## src/rtl/nr_div_pkg.sv

```systemverilog
// Shared types and sizing helpers for the sequential non-restoring divider.
package nr_div_pkg;

  typedef enum logic [1:0] {
    IDLE = 2'd0,
    RUN  = 2'd1,
    FIX  = 2'd2,
    DONE = 2'd3
  } state_t;

  function automatic int unsigned steps_per_div(input int unsigned width,
                                                input int unsigned bpc);
    return width / bpc;
  endfunction

  // Counter runs 0..steps-1; never narrower than one bit.
  function automatic int unsigned cnt_width(input int unsigned steps);
    return (steps <= 1) ? 1 : $clog2(steps);
  endfunction

endpackage

```

## src/rtl/nr_div_step.sv

```systemverilog
// One non-restoring step: shift in a dividend bit, then add or subtract the divisor.
module nr_div_step #(
  parameter int unsigned WIDTH = 16
) (
  input  logic [WIDTH-1:0] p,        // magnitude bits of partial remainder; sign comes in separately
  input  logic             dbit,
  input  logic [WIDTH-1:0] divisor,
  input  logic             sign,
  output logic [WIDTH:0]   p_next_c,
  output logic             qbit_c
);

  logic [WIDTH:0] shifted_c;
  logic [WIDTH:0] operand_c;

  // Dropping the old sign bit is safe: the result is modulo 2^(WIDTH+1) and |P| < divisor.
  always_comb begin
    shifted_c = {p, dbit};
    operand_c = {1'b0, divisor};
    p_next_c  = sign ? (shifted_c + operand_c) : (shifted_c - operand_c);
    qbit_c    = ~p_next_c[WIDTH];
  end

endmodule

```

## src/rtl/nr_divider_seq.sv

```systemverilog
// Iterative unsigned non-restoring divider with valid/ready handshakes and configurable radix.
module nr_divider_seq
  import nr_div_pkg::*;
#(
  parameter int unsigned WIDTH          = 16,
  parameter int unsigned BITS_PER_CYCLE = 1
) (
  input  logic             clk,
  input  logic             rst_n,
  input  logic             in_valid,
  output logic             in_ready,
  input  logic [WIDTH-1:0] dividend,
  input  logic [WIDTH-1:0] divisor,
  output logic             out_valid,
  input  logic             out_ready,
  output logic [WIDTH-1:0] quotient,
  output logic [WIDTH-1:0] remainder,
  output logic             div_by_zero
);

  if ((WIDTH < 2) || (BITS_PER_CYCLE == 0) || ((WIDTH % BITS_PER_CYCLE) != 0)) begin : g_bad_cfg
    $error("nr_divider_seq: WIDTH must be >= 2 and a multiple of BITS_PER_CYCLE");
  end

  localparam int unsigned STEPS = steps_per_div(WIDTH, BITS_PER_CYCLE);
  localparam int unsigned CW    = cnt_width(STEPS);
  localparam logic [CW-1:0] LAST = CW'(STEPS - 1);

  state_t state, state_nxt;

  logic [WIDTH-1:0] dvd;
  logic [WIDTH-1:0] dsr;
  logic [WIDTH:0]   p;
  logic [WIDTH-1:0] q_sr;
  logic [CW-1:0]    cnt;

  logic                      accept_c;
  logic                      zero_c;
  logic                      last_c;
  logic [WIDTH-1:0]          rem_fix_c;
  logic [BITS_PER_CYCLE-1:0] qbits_c;
  logic [WIDTH:0]            p_chain [BITS_PER_CYCLE+1];

  // Step chain: step 0 consumes the current dividend MSB.
  assign p_chain[0] = p;

  for (genvar i = 0; i < BITS_PER_CYCLE; i++) begin : g_step
    nr_div_step #(.WIDTH(WIDTH)) u_step (
      .p        (p_chain[i][WIDTH-1:0]),
      .dbit     (dvd[WIDTH-1-i]),
      .divisor  (dsr),
      .sign     (p_chain[i][WIDTH]),
      .p_next_c (p_chain[i+1]),
      .qbit_c   (qbits_c[BITS_PER_CYCLE-1-i])
    );
  end

  always_ff @(posedge clk or negedge rst_n) begin
    if (!rst_n) state <= IDLE;
    else        state <= state_nxt;
  end

  always_comb begin
    state_nxt = state;
    accept_c  = in_valid && in_ready;
    zero_c    = (divisor == '0);
    last_c    = (cnt == LAST);
    rem_fix_c = p[WIDTH] ? (p[WIDTH-1:0] + dsr) : p[WIDTH-1:0];
    case (state)
      IDLE: if (accept_c) state_nxt = zero_c ? DONE : RUN;
      RUN:  if (last_c) state_nxt = FIX;
      FIX:  state_nxt = DONE;
      DONE: if (out_valid && out_ready) state_nxt = IDLE;
      default: state_nxt = IDLE;
    endcase
  end

  // Handshake flags track the state being entered so they are valid right after the edge.
  always_ff @(posedge clk or negedge rst_n) begin
    if (!rst_n) begin
      in_ready  <= 1'b1;
      out_valid <= 1'b0;
    end else begin
      in_ready  <= (state_nxt == IDLE);
      out_valid <= (state_nxt == DONE);
    end
  end

  always_ff @(posedge clk or negedge rst_n) begin
    if (!rst_n) begin
      dvd         <= '0;
      dsr         <= '0;
      p           <= '0;
      q_sr        <= '0;
      cnt         <= '0;
      quotient    <= '0;
      remainder   <= '0;
      div_by_zero <= 1'b0;
    end else begin
      case (state)
        IDLE: begin
          if (accept_c) begin
            dvd  <= dividend;
            dsr  <= divisor;
            p    <= '0;
            q_sr <= '0;
            cnt  <= '0;
            if (zero_c) begin
              quotient    <= '1;
              remainder   <= dividend;
              div_by_zero <= 1'b1;
            end else begin
              div_by_zero <= 1'b0;
            end
          end
        end
        RUN: begin
          p    <= p_chain[BITS_PER_CYCLE];
          dvd  <= dvd << BITS_PER_CYCLE;
          q_sr <= (q_sr << BITS_PER_CYCLE) | WIDTH'(qbits_c);
          cnt  <= cnt + CW'(1);
        end
        FIX: begin
          quotient  <= q_sr;
          remainder <= rem_fix_c;
        end
        default: ;
      endcase
    end
  end

endmodule

```

## config.mk

```make
export PLATFORM = sky130hd
export DESIGN_NAME = nr_divider_seq
export DESIGN_NICKNAME = d
export VERILOG_FILES = /design/src/rtl/nr_div_pkg.sv /design/src/rtl/nr_div_step.sv /design/src/rtl/nr_divider_seq.sv
export SDC_FILE = /design/constraint.sdc
export NUM_CORES = 1
export LEC_CHECK = 0
export CAP_MARGIN = 25
export CORE_ASPECT_RATIO = 0.6
export CORE_MARGIN = 4
export CORE_UTILIZATION = 51
export DETAILED_ROUTE_END_ITERATION = 12
export HOLD_SLACK_MARGIN = 0.08
export PLACE_DENSITY = 0.79
export SETUP_SLACK_MARGIN = 0.02
export SYNTH_ARGS = -nofsm -noshare
export SYNTH_HDL_FRONTEND = slang
export SYNTH_SLANG_ARGS = --single-unit
```

## constraint.sdc

```tcl
create_clock -name clk -period 3.4 [get_ports clk]
set_input_delay 0.51 -clock clk [delete_from_list [all_inputs] [get_ports clk]]
set_output_delay 0.51 -clock clk [all_outputs]
set_load 0.01 [all_outputs]
```

Word-level counts from Yosys, hierarchy flattened. Index checks and enable logic that the tools add are counted.

Register bits after elaboration: 106. Bits of input ports: 36. Output and inout bits: 35. Word-level logic and storage cells: 56.

Add/sub/neg operators: 4. Equality and inequality tests: 7. Mux-type cells: 22. Bitwise logic cells: 2. Reduce and logical (&&, ||, !) cells: 10.

Operators by type and width (number): $pmux 16 s2 (4); $mux 16 (7); $mux 17 (2); $pmux 17 s2 (1); $add 17x16->17 (1); $sub 17x16->17 (1); $add 16x16->16 (1); $logic_not 16->1 (1); $or 16x1->16 (1); $mux 2 (4); $pmux 2 s4 (1); $pmux 4 s2 (1); $eq 2x2->1 const B (3); $add 4x1->4 const B (1); $eq 4x4->1 const B (1); $logic_not 2->1 (2); $mux 4 (1); $ne 2x2->1 const B (2); $reduce_and 2->1 (2); $reduce_bool 2->1 (2); $reduce_and 3->1 (1); $eq 2x1->1 const B (1); $logic_and 1x1->1 (2); $mux 1 (1); $not 1->1 (1).

Depth between registers and ports, before layout. Gate-level depths: netlist of the first run.

Word-level depth: 5. Mapped depth: 14.

Modules after synthesis. Synthesis of the first run repeated with hierarchy kept, for this count alone.

Cell total of the unflattened synthesis: 721. Area, all modules: 6451.2 µm².

Modules (own cells, without submodules): nr_divider_seq (times used 1, cells each 563, area an instance 5310.1 µm², sequential area each 2653.8 µm²); nr_div_step (times used 1, cells each 158, area an instance 1141.1 µm², sequential area each 0.0 µm²).

Worst setup path after synthesis of the first run. No wires, ideal clock.

Path kind: register to register. From: register dsr[3]. To: register p[16]. Library setup time: 0.128 ns. Arrival time: 3.238 ns. Data required time: 3.272 ns. Setup slack: 0.034 ns. Stages on the path, launching flop included: 13. Path buffers: 0. Cell sequence: dfrtp_1 nor4_1 nor4b_1 a21oi_1 xor2_1 ha_1 and3_1 nand3_1 o221ai_1 mux2i_1 o311a_1 mux2i_1 o2bb2ai_1.

Longest elaborated chain between the ends: 3. Elaborated cells on any way between the ends: 4. Classes of those cells: 2 x add/sub; 2 x mux.

RTL lines: from (decl) (RTL line nr_divider_seq.sv:32) `logic [WIDTH-1:0] dsr;`; from (signal assigned) (RTL line nr_divider_seq.sv:104) `dsr <= divisor;`; $sub 17x16->17 or $add 17x16->17 (tied branches) (RTL line nr_div_step.sv:20) `p_next_c = sign ? (shifted_c + operand_c) : (shifted_c - operand_c);`; $mux 17 (*) (RTL line nr_div_step.sv:20); $pmux 17 s2 (*) (RTL line nr_divider_seq.sv:100) `case (state)`; to (signal assigned) (RTL line nr_divider_seq.sv:118) `p <= p_chain[BITS_PER_CYCLE];`; to (decl) (RTL line nr_divider_seq.sv:33) `logic [WIDTH:0] p;`.

Mark *: on every way between the ends. The rest lies on a longest branch, timed or not. A chain may end at the register's enable or synchronous reset.

Worst setup path in the final report of the first run.
From: register dsr[5]. To: register p[16].

Same word-level chain as after synthesis.

==> results of run 1 <==
-- synthesized netlist by cell type (4+ instances only) --
master,instances,area share
nor2b_1,12,0.012
a21oi_1,45,0.036
inv_1,19,0.011
a31o_2,4,0.0056
mux2_2,13,0.024
a211oi_1,8,0.0096
nor3_1,17,0.014
mux2i_1,20,0.032
xnor2_1,14,0.020
nand2b_1,5,0.0050
buf_2,4,0.0032
and3_1,4,0.0040
o22ai_1,7,0.0070
nor2_1,58,0.035
a31oi_1,19,0.019
nand3_1,7,0.0056
o21ai_0,68,0.055
ha_1,33,0.066
nand2_1,118,0.071
clkbuf_1,28,0.017
a21o_1,9,0.011
dfrtp_1,105,0.42
xor2_1,23,0.032
-- cell type report --
type / count / area (um2) / area share
tap: 160 / 200 / 0.0266
timing repair buffer: 95 / 886 / 0.118
sequential: 106 / 2660 / 0.353
inverter: 19 / 71.3 / 0.00948
clock inverter: 7 / 90.1 / 0.0120
clock buffer: 9 / 225 / 0.0299
multi-input combinational: 534 / 3390 / 0.451
-- registers in the layout (all words and copies together) (netlist names) --
signal	count
quotient	16
div_by_zero	1
q_sr	16
p	17
state	2
in_ready	1
cnt	4
dsr	16
remainder	16
out_valid	1
dvd	16
-- worst max path at each step --
stage | to | slack, ns
final | p[16]$_DFFE_PN0P_ | 0.13
after global routing | p[16]$_DFFE_PN0P_ | -0.02
after CTS | p[16]$_DFFE_PN0P_ | 0.06
after detailed placement | p[16]$_DFFE_PN0P_ | 0.03
after global placement | p[16]$_DFFE_PN0P_ | 0.09
after floorplan | p[16]$_DFFE_PN0P_ | 0.03
-- power groups by stage --
stage               clock [mW]  sequential (mW)  combinational, mW
floorplan                    0             2.32               3.96
global placement             0             2.35               5.35
detailed placement           0             2.38               5.54
CTS                       1.15             2.37               5.61
global route              1.21             2.46               6.40
finish                    1.12             2.38               5.75
-- placed cells by master, fill, tap and decap left out, types with 8 or more instances in the layout --
master           Yosys  routed
a211oi_1             8       8
a21o_1               9       9
a21oi_1             45      44
a31oi_1             19      19
buf_4                1      26
clkbuf_16            0       9
clkdlybuf4s50_1      0      69
dfrtp_1            105     104
ha_1                33      33
inv_1               19      18
mux2_2              13      13
mux2i_1             20      20
nand2_1            118     118
nor2_1              58      57
nor2b_1             12      10
nor3_1              17      16
o21ai_0             68      67
xnor2_1             14      14
xor2_1              23      23
-- metrics by stage --
step / hold slack, ns / util / area, um2 / TNS (ns) / total power [mW]
final: 0.265 / 0.649 / 7520 / 0 / 9.26
after detailed placement: 0.467 / 0.618 / 7170 / 0 / 7.92
after CTS: 0.310 / 0.646 / 7490 / 0 / 9.12
after global placement: 0.460 / 0.618 / 7170 / 0 / 7.70
after global routing: 0.323 / 0.649 / 7520 / -0.0233 / 10.1
after floorplan: 0.214 / - / 6220 / 0 / 6.28
-- kinds of logic after synthesis --
logic type	count (synthesis)	share of synthesized area
buffers and inverters	56	0.0376
adder cells (fa/ha/maj)	35	0.0728
flip-flops	106	0.426
AND/OR/NAND/NOR	240	0.170
AO/OA/AOI/OAI	189	0.185
multiplexers	33	0.0557
XOR/XNOR	37	0.0521
-- per-layer routing --
metal / vias up / GRT usage
li1: 2580 / -
met1: 2614 / 0.347
met2: 184 / 0.370
met3: 21 / 0.0610
met4: 0 / 0.0641
met5: - / 0
-- what timing repair did --
action | in CTS | in global routing
setup endpoints to repair | 1 | 6
resized for setup | 1 | 8
cloned | 0 | 0
setup buffers | 0 | 0
pin swaps | 0 | 1
==> results by group, run 1 <==
Outcome
  – Outcome: finished, final reports clean

Worst setup path
  – Most frequent CP cell: mux2i_1
  – Worst path max stage delay: 0.39 ns
  – Worst R2R Path Depth: 14
  – Crit-path slowest cell: dfrtp_1
  – WP depth: 14
  – Crit-path max FO: 5
  – Flop-to-flop setup slack: 0.13 ns
  – Worst reg2reg endpoint: p[16]$_DFFE_PN0P_
  – Worst path bufs/invs: 1
  – Reg2reg start: dsr[5]$_DFFE_PN0P_
  – Critical Path RT: 3.63 ns
  – Critical Path Source: dsr[5]$_DFFE_PN0P_
  – CP Class: reg -> reg
  – CP arrival: 3.50 ns
  – CP Capture Type: flop
  – CP Cell Sequence: nor4_2 -> nor4b_2 -> buf_4 -> nor2_1 -> xnor2_1 -> ha_1 -> nand2_1 -> o21ai_1 -> o21ai_2 -> o221ai_2 -> mux2i_1 -> o311a_1 -> mux2i_1 -> o2bb2ai_1
  – CP Launch Type: flop
  – Cell family with most CP delay: compound AO/OA/AOI/OAI gates

Drt
  – DRT iter0 DRCs: 439
  – Routed length on met1: 7740 um
  – DRC violations left: 0
  – Met3 wire len: 1140 um
  – DR WL/cell: 17.6 um
  – Via count: 5399
  – WL final: 16300 um
  – Top Metal Used: met4
  – Detailed Routing Iterations Pass 1: 5
  – ANT nets after route: 0
  – DR vias/cell: 5.81
  – Met2 wire length: 7250 um

Global routing
  – Global route overflow: 0
  – Largest net degree at the start of global routing: 72
  – Global-route wire length before repair: 27200 um
  – Total GRT Usage: 0.243
  – Antenna violations before repair: 0
  – Vias in the first global route: 5424

Synth
  – Flops & latches, synth: 106
  – Seq/Total Area, Yosys: 0.426
  – Post-Synthesis Cell Area: 6220 um2
  – Main synth FF type: dfrtp_1
  – Unique masters post-synth: 60
  – Syn Area/Cell: 8.94 um2
  – Synthesized Nets: 767
  – Async set-reset flop share out of synthesis: 1.00
  – Syn Inst Count: 696
  – Yosys warns: 0
  – EDFF count, synth: 0

Power
  – Net Sw Frac: 0.453
  – Leakage: 3.28 nW
  – Comb pwr share: 0.621
  – Sequential power share: 0.257
  – Sw power: 4.20 mW
  – Power per cell area: 1230 nW/um2
  – Clock Power Share: 0.121
  – Internal: 5.06 mW
  – IR Drop Worst-Case VDD: 0.532 mV

Floorplan
  – Initial Utilization: 0.537
  – Die width: 151 um
  – # IOs: 71
  – # rows: 30
  – Core Area: 11600 um2
  – DIE AREA: 14100 um2
  – Die height: 93.6 um

Clocking
  – Skew-Pair Late Insertion Delay: 0.35 ns
  – Clock tree from TritonCTS: built
  – CTS Buffer Depth: 2
  – Reg clk slew, reported paths: 0.08 ns
  – Post-CTS Hold Buffers: 0
  – TritonCTS Buffers: 9
  – Clk sinks: 106
  – H-tree levels: 3
  – Clk root buf: clkbuf_16

STA
  – Setup violations, final: 0
  – Worst slew margin: 0.311
  – Final period utilization: 0.961
  – RSZ-0062 raised after global routing: yes
  – Max Clk Rate: 306 MHz
  – Clock skew: 0.00851 ns
  – Pin slew with the least headroom to its limit: 1.03 ns
  – Min Tclk post-route: 3.27 ns
  – Slew Viols, Final: 0
  – Final Hold Fails: 0
  – Final worst slack: 0.131 ns

Job
  – Max Cap Violations: 0

Cells and area
  – Post-route non-filler standard cell count: 930
  – # diodes: 0
  – Fillcell total: 928
  – Layout area overhead: 20.8%
  – Nets@finish: 836
  – Fraction of layout cells with a size suffix above 1: 0.103

Hold path
  – Min-Delay Path Class: in -> async

Placed design
  – Placed Instances: 914
  – Dpl ws: 0.0290 ns
  – IO Port Bufs: 70
  – GPL Wtd Cong: 0.973
  – Post-DP HPWL: 11800 um
Power figures use the tool's default switching activity.
==> inputs of run 2 (changes only) <==
REMOVE_ABC_BUFFERS = 1   (was not set)
==> run 2 against run 1 <==
Against the previous run:
- clock power down 8%
- global-route usage down 0.25 points
- combinational power up 4.2%
- sequential share of layout area down 0.51 points
- largest cell class unchanged
- critical endpoint is now p[13]$_DFFE_PN0P_
- hold slack better by 0.22 ns
- largest power group unchanged
==> results by group, run 2 (synthesis gave the netlist of run 1 again) <==
Power
  – Comb pwr share: 0.638 (+0.017)
  – Power per cell area: 1230 nW/um2 (+0.11%)
  – Sw power: 4.29 mW (+2.3%)
  – Leakage: 3.33 nW (+1.5%)
  – Net Sw Frac: 0.457 (+0.00333)
  – Internal: 5.11 mW (+0.90%)
  – Sequential power share: 0.253 (-0.004)
  – IR Drop Worst-Case VDD: 0.520 mV (-2.2%)
  – Clock Power Share: 0.109 (-0.012)

Worst setup path
  – CP arrival: 3.51 ns (about the same)
  – Crit-path max FO: 3 (-2)
  – Critical Path RT: 3.67 ns (+0.04 ns)
  – Flop-to-flop setup slack: 0.16 ns (+0.03 ns)
  – Worst path max stage delay: 0.47 ns (+0.08 ns)
  – Worst R2R Path Depth: 12 (-2)
  – CP Capture Type: flop
  – Cell family with most CP delay: compound AO/OA/AOI/OAI gates
  – CP Class: reg -> reg
  – CP Launch Type: flop
  – CP Cell Sequence: inv_1 -> ha_1 -> mux2_2 -> ha_1 -> a21o_1 -> a21o_1 -> a2111oi_4 -> o31ai_2 -> a211oi_2 -> o21ai_0 -> xnor2_1 -> o21ai_0
  – Worst path bufs/invs: 1 (unchanged)
  – Crit-path slowest cell: a2111oi_4
  – WP depth: 12 (-2)

Floorplan
  – Die width: 151 um (unchanged)
  – # IOs: 71 (unchanged)
  – DIE AREA: 14100 um2 (unchanged)
  – Initial Utilization: 0.537 (unchanged)
  – Die height: 93.6 um (unchanged)
  – # rows: 30 (unchanged)
  – Core Area: 11600 um2 (unchanged)

STA
  – Final period utilization: 0.953 (-0.00852)
  – Slew Viols, Final: 0 (unchanged)
  – Worst slew margin: 0.531 (+0.220)
  – Min Tclk post-route: 3.24 ns (-0.0290 ns)
  – Fin Setup TNS: 0 ns (unchanged)
  – Pin slew with the least headroom to its limit: 0.701 ns (-0.333 ns)
  – Clock skew: 0.00638 ns (-0.00213 ns)
  – Setup violations, final: 0 (unchanged)
  – Minimum hold slack: 0.487 ns (+0.222 ns)
  – Final Hold Fails: 0 (unchanged)
  – RSZ-0062 raised after global routing: yes
  – Max Clk Rate: 309 MHz (+0.89%)

Global routing
  – Largest net degree at the start of global routing: 81 (+13%)
  – Vias in the first global route: 5357 (-1.2%)
  – Antenna violations before repair: 0 (unchanged)
  – Global-route wire length before repair: 27200 um (-0.20%)
  – Global route overflow: 0 (unchanged)
  – Total GRT Usage: 0.241 (-0.00254)

Hold path
  – Hold Path Depth: 2
  – Min-Delay Path Class: reg -> reg

Cells and area
  – Final core utilization: 0.658 (+0.00917)
  – # diodes: 0 (unchanged)
  – Most common cell after layout, fill and taps aside: nand2_1
  – Layout area overhead: 22.6%
  – Most flops, register: p
  – Nets@finish: 846 (+1.2%)
  – Largest register FFs: 17 (unchanged)
  – Commonest non-fill, non-tap cells in the layout: 118 x nand2_1, 105 x dfrtp_1, 69 x clkdlybuf4s50_1, 67 x o21ai_0, 56 x nor2_1
  – Fillcell total: 938 (+1.1%)
  – Fraction of layout cells with a size suffix above 1: 0.112 (+0.00894)

Clocking
  – CTS Buffer Depth: 2 (unchanged)
  – Reg clk slew, reported paths: 0.07 ns (about the same)
  – Postcts setup bufs: 0 (unchanged)
  – Skew-Pair Late Insertion Delay: 0.35 ns (about the same)
  – TritonCTS Buffers: 9 (unchanged)
  – Clk root buf: clkbuf_16
  – Clock tree from TritonCTS: built
  – H-tree levels: 3 (unchanged)
  – Clk sinks: 106 (unchanged)

Drt
  – DRC violations left: 0 (unchanged)
  – Via count: 5407 (+0.15%)
  – Detailed Routing Iterations Pass 1: 5 (unchanged)
  – DRT iter0 DRCs: 451 (+2.7%)
  – WL final: 16400 um (+0.50%)
  – ANT nets after route: 0 (unchanged)
  – DR WL/cell: 17.5 um (-0.57%)
  – DR vias/cell: 5.75 (-0.92%)

Placed design
  – GPL Wtd Cong: 0.882 (-9.4%)
  – IO Port Bufs: 70 (unchanged)
  – Post-DP HPWL: 11900 um (+0.92%)

Job
  – Max Cap Violations: 0 (unchanged)

Outcome
  – Outcome: finished, final reports clean
## run 2: worst min-delay path, stage by stage (launching register included)
cell and delay (ns):
dfrtp_1 0.35, nand2_1 0.05, o21ai_0 0.06
## run 2: worst paths after layout
path / start / end
min: dvd[7]$_DFFE_PN0P_ / dvd[8]$_DFFE_PN0P_
max in group asynchronous: rst_n / q_sr[0]$_DFFE_PN0P_
min reg2reg: dvd[7]$_DFFE_PN0P_ / dvd[8]$_DFFE_PN0P_
max: dsr[0]$_DFFE_PN0P_ / p[13]$_DFFE_PN0P_
max reg2reg: dsr[0]$_DFFE_PN0P_ / p[13]$_DFFE_PN0P_
min in group asynchronous: rst_n / p[0]$_DFFE_PN0P_
## run 2: cell type report
class                   count  area, um2  share of cell area
flip-flops and latches    106       2650               0.348
inverters                  19       71.3             0.00935
clock buffers              10        229              0.0300
repair buffers            105        996               0.131
multi-input cells         534       3420               0.448
well taps                 160        200              0.0262
clock inverters             6       58.8             0.00771
## run 2: timing repair
action                                 4_1_cts  5_1_grt
gates resized for setup                      1       10
endpoints found under the hold margin        0        5
setup endpoints to repair                    1        6
hold buffers                                 0        1
## run 2: metal layers
| layer | part of all wire | global-route usage | vias to the layer above |
|---|---|---|---|
| li1 | - | - | 2604 |
| met2 | 0.44 | 0.363 | 171 |
| met1 | 0.49 | 0.360 | 2612 |
| met4 | 0.013 | 0.0566 | 0 |
| met3 | 0.056 | 0.0436 | 20 |
| met5 | 0 | 0 | - |
## run 2: through the flow
| stage | setup WS, ns | area, um2 | power, mW | cells |
|---|---|---|---|---|
| global route | 0.000736 | 7630 | 10.2 | 940 |
| finish | 0.160 | 7630 | 9.40 | 940 |
| detailed placement | 0.0784 | 7240 | 8.13 | 922 |
| CTS | 0.0484 | 7530 | 9.24 | 938 |
| floorplan | -1.00 | 6060 | 6.22 | 659 |
| global placement | 0.157 | 7240 | 8.00 | 922 |
## run 2: power groups by stage
| stage | sequential (mW) | combinational, mW | clock (mW) |
|---|---|---|---|
| 2_1_floorplan | 2.38 | 3.84 | 0 |
| 5_1_grt | 2.45 | 6.69 | 1.09 |
| 3_3_place_gp | 2.35 | 5.66 | 0 |
| 3_5_place_dp | 2.37 | 5.76 | 0 |
| 4_1_cts | 2.35 | 5.84 | 1.05 |
| 6_report | 2.38 | 5.99 | 1.03 |
==> inputs of run 3 (changes only) <==
CAP_MARGIN = not set   (was 25)
==> run 3 against run 2 <==
Against the previous run:
- flip-flop and latch count is the same
- cell area shrank 0.49%
- global-route usage is the same
- clock skew is essentially flat
- critical endpoint unchanged
==> results by group, run 3 (synthesis gave the netlist of run 1 again) <==
Outcome
  – Outcome: finished, final reports clean

Floorplan
  – DIE AREA: 14100 um2 (unchanged)
  – # IOs: 71 (unchanged)
  – Core Area: 11600 um2 (unchanged)
  – # rows: 30 (unchanged)
  – Initial Utilization: 0.537 (unchanged)
  – Die width: 151 um (unchanged)
  – Die height: 93.6 um (unchanged)

STA
  – Pin slew with the least headroom to its limit: 1.02 ns (+0.315 ns)
  – Final period utilization: 0.948 (-0.00507)
  – Max Clk Rate: 310 MHz (+0.53%)
  – Final worst slack: 0.177 ns (+0.0172 ns)
  – Slew Viols, Final: 0 (unchanged)
  – Worst slew margin: 0.323 (-0.208)
  – Minimum hold slack: 0.308 ns (-0.180 ns)
  – Clock skew: 0.00597 ns (-0.000401 ns)
  – Setup violations, final: 0 (unchanged)
  – RSZ-0062 raised after global routing: yes
  – Min Tclk post-route: 3.22 ns (-0.0172 ns)
  – Final Hold Fails: 0 (unchanged)

Power
  – Pwr Total: 9.41 mW (about the same)
  – Internal: 5.10 mW (about the same)
  – Sw power: 4.30 mW (+0.24%)
  – Power per cell area: 1240 nW/um2 (+0.56%)
  – Leakage: 3.31 nW (-0.51%)
  – Comb pwr share: 0.638 (about the same)
  – IR Drop Worst-Case VDD: 0.522 mV (+0.45%)
  – Net Sw Frac: 0.457 (+0.000778)
  – Sequential power share: 0.253 (about the same)
  – Clock Power Share: 0.109 (about the same)

Drt
  – WL final: 16500 um (+0.53%)
  – DR WL/cell: 17.6 um (+0.74%)
  – Via count: 5398 (-0.17%)
  – DRC violations left: 0 (unchanged)
  – DR vias/cell: 5.75 (about the same)
  – ANT nets after route: 0 (unchanged)
  – DRT iter0 DRCs: 468 (+3.8%)
  – Detailed Routing Iterations Pass 1: 4 (-1)

Worst setup path
  – CP Cell Sequence: inv_1 -> ha_1 -> mux2_2 -> ha_1 -> a21o_1 -> a21o_1 -> a2111oi_4 -> o31ai_2 -> a211oi_2 -> o21ai_0 -> xnor2_1 -> o21ai_0
  – Flop-to-flop setup slack: 0.18 ns (+0.02 ns)
  – Critical Path Source: dsr[0]$_DFFE_PN0P_
  – Crit-path max FO: 3 (unchanged)
  – CP arrival: 3.49 ns (-0.02 ns)
  – Worst reg2reg endpoint: p[13]$_DFFE_PN0P_
  – WP depth: 12 (unchanged)
  – Crit-path slowest cell: a2111oi_4
  – Reg2reg start: dsr[0]$_DFFE_PN0P_
  – Critical path endpoint: p[13]$_DFFE_PN0P_
  – Worst R2R Path Depth: 12 (unchanged)
  – CP Capture Type: flop
  – Worst path bufs/invs: 1 (unchanged)
  – Cell family with most CP delay: compound AO/OA/AOI/OAI gates
  – CP Launch Type: flop
  – CP Class: reg -> reg
  – Worst path max stage delay: 0.46 ns (about the same)
  – Critical Path RT: 3.67 ns (about the same)

Clocking
  – CTS Buffer Depth: 2 (unchanged)
  – Reg clk slew, reported paths: 0.08 ns (about the same)
  – TritonCTS Buffers: 9 (unchanged)
  – Clk sinks: 106 (unchanged)
  – Skew-Pair Late Insertion Delay: 0.35 ns (about the same)
  – Clk root buf: clkbuf_16
  – H-tree levels: 3 (unchanged)
  – Clock tree from TritonCTS: built
  – Postcts setup bufs: 0 (unchanged)

Global routing
  – Global-route wire length before repair: 27200 um (unchanged)
  – Antenna violations before repair: 0 (unchanged)
  – Global route overflow: 0 (unchanged)
  – Total GRT Usage: 0.241 (unchanged)
  – Vias in the first global route: 5357 (unchanged)
  – Largest net degree at the start of global routing: 81 (unchanged)

Cells and area
  – Commonest non-fill, non-tap cells in the layout: 118 x nand2_1, 105 x dfrtp_1, 69 x clkdlybuf4s50_1, 67 x o21ai_0, 56 x nor2_1
  – Layout area overhead: 21.9%
  – Most common cell after layout, fill and taps aside: nand2_1
  – Fraction of layout cells with a size suffix above 1: 0.111 (-0.000999)
  – Nets@finish: 844 (-0.24%)
  – Largest register FFs: 17 (unchanged)
  – Final core utilization: 0.654 (-0.00324)
  – Post-route non-filler standard cell count: 938 (-0.21%)
  – Most flops, register: p
  – # diodes: 0 (unchanged)

Placed design
  – Post-DP HPWL: 11900 um (unchanged)
  – IO Port Bufs: 70 (unchanged)
  – Placed Instances: 922 (unchanged)
  – Dpl ws: 0.0784 ns (unchanged)
  – GPL Wtd Cong: 0.882 (unchanged)

Hold path
  – Min-Delay Path Class: in -> async

Job
  – Max Cap Violations: 0 (unchanged)
[run 3: cell types whose count changed in the layout (fill, tap and decap cells not counted)]
cell / previous run / this run
dlygate4sd3_1: 1 / 0
buf_16: 1 / 0
[run 3: worst min-delay path by stage]
stage / from / endpoint / slack (ns) / cells after the start
final: rst_n / p[3]$_DFFE_PN0P_ / 0.31 / 1
after global routing: rst_n / p[2]$_DFFE_PN0P_ / 0.40 / 1
after CTS: rst_n / p[10]$_DFFE_PN0P_ / 0.36 / 1
after detailed placement: dvd[1]$_DFFE_PN0P_ / dvd[2]$_DFFE_PN0P_ / 0.48 / 2
after global placement: dvd[0]$_DFFE_PN0P_ / dvd[1]$_DFFE_PN0P_ / 0.46 / 2
after floorplan: rst_n / cnt[0]$_DFFE_PN0P_ / 0.21 / 0
[run 3: final cells by class]
class	instances	area (um2)
fill	940	4010
multi-input combinational	534	3420
sequential	106	2650
timing repair buffer	103	958
clock buffer	10	229
tap	160	200
inverter	19	71.3
clock inverter	6	58.8
[run 3: repair_timing]
action,in CTS,in global routing
hold buffers,0,0
resized for setup,1,10
hold endpoints to repair,0,0
endpoints found under the setup margin,1,6
[run 3: worst reg2reg max path, stage by stage (launching register included)]
cell	delay (ns)
dfrtp_1	0.38
inv_1	0.11
ha_1	0.24
mux2_2	0.30
ha_1	0.28
a21o_1	0.18
a21o_1	0.23
a2111oi_4	0.46
o31ai_2	0.16
a211oi_2	0.35
o21ai_0	0.15
xnor2_1	0.14
o21ai_0	0.17
[run 3: power groups by stage]
| stage | Combinational (mW) | Clock, mW | Sequential (mW) |
|---|---|---|---|
| after floorplan | 3.84 | 0 | 2.38 |
| final | 6.00 | 1.03 | 2.38 |
| after global placement | 5.66 | 0 | 2.35 |
| after detailed placement | 5.76 | 0 | 2.37 |
| after CTS | 5.84 | 1.05 | 2.35 |
| after global routing | 6.69 | 1.09 | 2.45 |
[run 3: per-stage QoR]
| step | area [um2] | TNS [ns] |
|---|---|---|
| 6_report | 7590 | 0 |
| 2_1_floorplan | 6060 | -25.49 |
| 3_5_place_dp | 7240 | 0 |
| 3_3_place_gp | 7240 | 0 |
| 4_1_cts | 7530 | 0 |
| 5_1_grt | 7590 | 0 |
[run 3: routing by layer]
layer / GRT usage / part of all wire / vias to the layer above
li1: - / - / 2597
met1: 0.360 / 0.49 / 2609
met2: 0.363 / 0.44 / 170
met3: 0.0436 / 0.055 / 22
met4: 0.0566 / 0.013 / 0
met5: 0 / 0 / -
